## config.mk

```make
export PLATFORM = sky130hd
export DESIGN_NAME = turn_scheduler
export DESIGN_NICKNAME = d
export VERILOG_FILES = /design/src/rtl/turn_scheduler.sv
export SDC_FILE = /design/constraint.sdc
export NUM_CORES = 1
export LEC_CHECK = 0
export BUFFER_PORTS_ARGS = -buffer_cell sky130_fd_sc_hd__buf_2
export CAP_MARGIN = 20
export CORE_MARGIN = 2
export CORE_UTILIZATION = 25
export DETAILED_ROUTE_END_ITERATION = 12
export PLACE_DENSITY = 0.52
export SETUP_SLACK_MARGIN = 0.1
export SYNTH_ARGS = -nofsm -noshare
export SYNTH_HDL_FRONTEND = slang
export SYNTH_SLANG_ARGS = --single-unit
```

## constraint.sdc

```tcl
create_clock -name clk -period 2.8 [get_ports clk]
set_clock_uncertainty 0.15 [all_clocks]
set_input_delay 0.14 -clock clk [delete_from_list [all_inputs] [get_ports clk]]
set_output_delay 0.14 -clock clk [all_outputs]
set_load 0.02 [all_outputs]
```

## src/rtl/turn_scheduler.sv

```systemverilog
// Battle turn sequencer: orders the two attacks by speed, drives the damage
// calculator select, drains defender HP one point per step and waits for ENTER.
module turn_scheduler #(
    parameter int          CALC_LAT    = 2,
    parameter int          STEP_CYCLES = 16,
    parameter logic [7:0]  ENTER_KEY   = 8'h28
) (
    input  logic       clk,
    input  logic       rst_n,
    input  logic       start_turn,
    input  logic [7:0] player_speed,
    input  logic [7:0] enemy_speed,
    input  logic [7:0] player_hp,
    input  logic [7:0] enemy_hp,
    input  logic [7:0] damage,
    input  logic [7:0] keycode,
    output logic       is_player,
    output logic       hp_we,
    output logic       hp_sel,
    output logic [7:0] hp_wdata,
    output logic       busy,
    output logic       turn_done,
    output logic       faint_player,
    output logic       faint_enemy
);

    typedef enum logic [2:0] {IDLE, ORDER, CALC, DRAIN, ACK, DONE} state_t;

    localparam int CW = (CALC_LAT > 1) ? $clog2(CALC_LAT) : 1;
    localparam int SW = (STEP_CYCLES > 1) ? $clog2(STEP_CYCLES) : 1;
    localparam logic [CW-1:0] CALC_LAST = CW'(CALC_LAT - 1);
    localparam logic [SW-1:0] STEP_LAST = SW'(STEP_CYCLES - 1);

    state_t          state, state_d;
    logic            first_is_player, first_is_player_d;
    logic            move_num, move_num_d;
    logic [7:0]      target, target_d;
    logic [SW-1:0]   step_cnt, step_cnt_d;
    logic [CW-1:0]   calc_cnt, calc_cnt_d;
    logic            key_prev, key_prev_d;
    logic            faint_player_d, faint_enemy_d;

    logic            attacker_is_player;
    logic [7:0]      attacker_hp;
    logic [7:0]      defender_hp;
    logic            key_now;
    logic            key_edge;

    assign attacker_is_player = first_is_player ^ move_num;
    assign attacker_hp        = attacker_is_player ? player_hp : enemy_hp;
    assign defender_hp        = attacker_is_player ? enemy_hp : player_hp;
    assign key_now            = (keycode == ENTER_KEY);
    assign key_edge           = key_now & ~key_prev;

    // NOTE: sequential state uses non-blocking assignments so every register
    // samples the pre-edge values regardless of statement order.
    always_ff @(posedge clk or negedge rst_n) begin
        if (!rst_n) begin
            state           <= IDLE;
            first_is_player <= 1'b0;
            move_num        <= 1'b0;
            target          <= 8'd0;
            step_cnt        <= '0;
            calc_cnt        <= '0;
            key_prev        <= 1'b0;
            faint_player    <= 1'b0;
            faint_enemy     <= 1'b0;
        end else begin
            state           <= state_d;
            first_is_player <= first_is_player_d;
            move_num        <= move_num_d;
            target          <= target_d;
            step_cnt        <= step_cnt_d;
            calc_cnt        <= calc_cnt_d;
            key_prev        <= key_prev_d;
            faint_player    <= faint_player_d;
            faint_enemy     <= faint_enemy_d;
        end
    end

    // NOTE: every signal written here gets a default first, so no path can
    // leave one unassigned and infer a latch.
    always_comb begin
        state_d           = state;
        first_is_player_d = first_is_player;
        move_num_d        = move_num;
        target_d          = target;
        step_cnt_d        = step_cnt;
        calc_cnt_d        = calc_cnt;
        key_prev_d        = key_now;
        faint_player_d    = faint_player;
        faint_enemy_d     = faint_enemy;

        hp_we     = 1'b0;
        hp_sel    = 1'b0;
        hp_wdata  = 8'd0;
        turn_done = 1'b0;
        busy      = (state != IDLE) && (state != DONE);
        is_player = ((state == CALC) || (state == DRAIN) || (state == ACK)) && attacker_is_player;

        case (state)
            IDLE: begin
                if (start_turn) begin
                    faint_player_d = 1'b0;
                    faint_enemy_d  = 1'b0;
                    state_d        = ORDER;
                end
            end

            ORDER: begin
                first_is_player_d = (player_speed >= enemy_speed);
                move_num_d        = 1'b0;
                calc_cnt_d        = '0;
                state_d           = CALC;
            end

            CALC: begin
                // A fainted attacker forfeits its move without a write or ACK.
                if ((calc_cnt == '0) && (attacker_hp == 8'd0)) begin
                    if (!move_num) begin
                        move_num_d = 1'b1;
                        calc_cnt_d = '0;
                    end else begin
                        state_d = DONE;
                    end
                end else if (calc_cnt == CALC_LAST) begin
                    target_d   = (damage >= defender_hp) ? 8'd0 : (defender_hp - damage);
                    step_cnt_d = '0;
                    state_d    = DRAIN;
                end else begin
                    calc_cnt_d = calc_cnt + 1'b1;
                end
            end

            DRAIN: begin
                if (defender_hp <= target) begin
                    state_d = ACK;
                end else if (step_cnt == STEP_LAST) begin
                    hp_we      = 1'b1;
                    hp_sel     = attacker_is_player;
                    hp_wdata   = defender_hp - 8'd1;
                    step_cnt_d = '0;
                end else begin
                    step_cnt_d = step_cnt + 1'b1;
                end
            end

            ACK: begin
                if (key_edge) begin
                    if (target == 8'd0) begin
                        if (attacker_is_player) faint_enemy_d  = 1'b1;
                        else                    faint_player_d = 1'b1;
                        state_d = DONE;
                    end else if (!move_num) begin
                        move_num_d = 1'b1;
                        calc_cnt_d = '0;
                        state_d    = CALC;
                    end else begin
                        state_d = DONE;
                    end
                end
            end

            DONE: begin
                turn_done = 1'b1;
                state_d   = IDLE;
            end

            default: state_d = IDLE;
        endcase
    end

endmodule

```

==> run metrics <==
Leak ~1.6 nW; WL met3 299 um; Die Wd 97.7 um; Antenna diodes 0; syn avg cell area between 8 and 9 um^2; most common cell after layout, fill and taps aside buf_2; TritonCTS clock tree yes; CP required roughly 2.8 ns; CP max stage delay 0.44 ns; Clock Path Buffers 2; Layout area overhead 60.0%; met1 wire length 2.92 mm; first-pass GRT wire length 11.2 mm; CP Cell Sequence xor2_4 > buf_12 > mux2i_4 > inv_2 > ha_4 > a21o_1 > a21o_1 > a221o_1 > o21bai_4 > buf_4 > buf_4 > buf_6 > buf_6 > a31o_2 > o31ai_1; Worst-Skew Late Latency 0.26 ns; sequential share of power 0.128; RSZ-0062 raised after global routing yes; clock buffer count from CTS 3; DRC viols 0; Relative slew margins 0.641; placed insts roughly 480; root buf cell clkbuf_8; share of cells above drive strength 1 0.473; dominant cells by area after synthesis dfrtp_1 24%, ha_1 14%, inv_1 5.3%; switching fraction of total power 0.443; Logic pwr share 0.823; Clk network pwr share 0.048; die boundary height 97.7 um; share of the synthesized area in the top cell type 0.239; initial antenna violation count 0; IO Count 66; via count 2394; DR top layer met4; Seq/Total Area, Yosys 0.239; Slew @ Worst Pin between 0.5 and 0.6 ns; pwr/cell area 1190 nW/um^2; VDD IR max 0.431 mV; Detail Route Antenna Nets 0; most used flip-flop cell after synthesis dfrtp_1; fin. max-slew vios 0; post-synthesis cell type count 59; Worst Setup SP move_num; Hold WC Path Type in -> reg; Critical Path AT 3.15 ns; pin count of the biggest net entering global routing 22; async set-reset flop share out of synthesis 1.00; Worst-path clk slew 0.08 ns; DRT Pass-1 Iters 4; Worst Min Path Start keycode[4]; syn_nets 349; period utilisation layout 1.11; DIE AREA 9550 um^2; met2 wire len 3.25 mm; fin crit period 3.12 ns; GP Congestion 0.823; total grt overflow 0; worst setup path class reg -> reg; crit end category flop; internal power 2.33 mW; cell area after synthesis between 2000 and 2500 um^2; clock sinks 21; RR Startpoint move_num; GRT Overall Usage 0.139; vias in the first global route 2431; cell row count 34; core area 8640 um^2; Synth Warn # 0; Net Switching 1.86 mW; #FFs+latches synth 21; Fmax achieved 321 MHz; port bufs 65; htree depth 1; drt total wl 6.56 mm; initial drt markers 71; Mapped Cells 273; Fin Setup TNS -4.57 ns; EDFF count, synth 0; crit-path max FO 7; Reg2Reg Depth 15; Post-DP HPWL 5.11 mm; max_cap viols 0; failing checks setup timing; final worst setup slack -0.320 ns; Critical Path Slowest Stage Cell dfrtp_2; largest area contributor in the netlist dfrtp_1; routed len/inst 13.3 um; most frequent cells in the layout 55 x buf_2, 40 x buf_4, 26 x inv_1; NumNets Final 464; vias per cell 4.84; Critical Path Start Type flop; Fin. Hold Viols 0; Worst Hold Depth 4; status finished with violations; Initial Util 0.254; Post-Layout Cell Count 495; setup violators final 23
[Yosys cell counts (all sizes together), types with 2 or more instances]
master,number
a21o,5
a21oi,15
a221oi,2
a41oi,2
and3,3
buf,2
clkbuf,4
dfrtp,21
ha,24
inv,31
maj3,2
mux2i,9
nand2,28
nand2b,3
nand3,12
nand4,2
nor2,23
nor2b,6
nor3,6
nor4,6
nor4b,2
o21ai,16
o21ba,2
o21bai,5
o41ai,2
or3,2
or4,2
xnor2,11
xor2,3
[worst paths after layout]
| path | to | slack, ns |
|---|---|---|
| setup / recovery | step_cnt[3] | -0.32 |
| hold / removal | key_prev | 0.04 |
| setup reg to reg | step_cnt[3] | -0.32 |
| hold reg to reg | step_cnt[3] | 0.36 |
| max in group asynchronous | first_is_player | 1.91 |
| min in group asynchronous | state[0] | 0.23 |
[critical path: cells and delay by family (launching register included)]
family	cells	cell delay, ns
AO/OA/AOI/OAI	6	1.10
buffers and inverters	6	0.71
flip-flops	1	0.44
multiplexers	1	0.24
adder cells (fa/ha/maj)	1	0.21
XOR/XNOR	1	0.19
[cell families (layout without fill, tap and decap cells)]
logic type                 after synthesis  in the layout  synth area share
and+or+nand+nor                        102            103             0.234
DFF                                     21             21             0.239
adders and majority gates               27             27             0.155
buffers and inverters                   37            150            0.0683
xor gates and xnor gates                14             14            0.0626
AOI/OAI and AO/OA                       62             62             0.193
muxes                                   10             10            0.0478
[cell type report]
type	instances	area, um^2
Sequential cell	21	528
Clock buffer	4	45.0
Inverter	31	116
Multi-Input combinational cell	216	1880
Fill cell	865	5120
Timing Repair Buffer	115	807
Tap cell	108	135
[metal layers]
metal | global-route usage | up-vias
li1 | - | 1212
met4 | 0.0331 | 0
met1 | 0.175 | 1114
met2 | 0.251 | 60
met3 | 0.0208 | 8
met5 | 0 | -
[state kept, by name, indices dropped and copies added (netlist names)]
register	flops
target	8
step_cnt	4
state	3
calc_cnt	1
faint_enemy	1
faint_player	1
first_is_player	1
key_prev	1
move_num	1
[power by group through the flow]
stage / logic, mW / registers, mW / clock network, mW
final: 3.45 / 0.538 / 0.202
after detailed placement: 2.61 / 0.538 / 0
after floorplan: 1.73 / 0.488 / 0
after global placement: 2.61 / 0.535 / 0
after CTS: 3.08 / 0.535 / 0.211
after global routing: 3.76 / 0.558 / 0.222
[repair_timing]
item                                   in CTS  in global routing
pin swaps                                  19                 15
setup endpoints to repair                  25                 25
gates cloned                                1                  0
gates resized for setup                    63                 24
setup buffers                               4                  6
endpoints found under the hold margin      23                  0
hold buffers                                2                  0
[metrics by stage]
step / power, mW / utilization / instance area (um^2) / setup slack [ns] / hold WS, ns
4_1_cts: 3.83 / 0.388 / 3350 / -0.370 / 0.0347
5_1_grt: 4.54 / 0.407 / 3520 / -0.421 / 0.0585
6_report: 4.19 / 0.407 / 3520 / -0.320 / 0.0418
2_1_floorplan: 2.22 / - / 2300 / -0.0393 / -0.306
3_5_place_dp: 3.15 / 0.348 / 3010 / -0.234 / -0.00517
3_3_place_gp: 3.14 / 0.348 / 3010 / -0.203 / -0.00460
No activity file was read; power rests on OpenSTA's default activity.
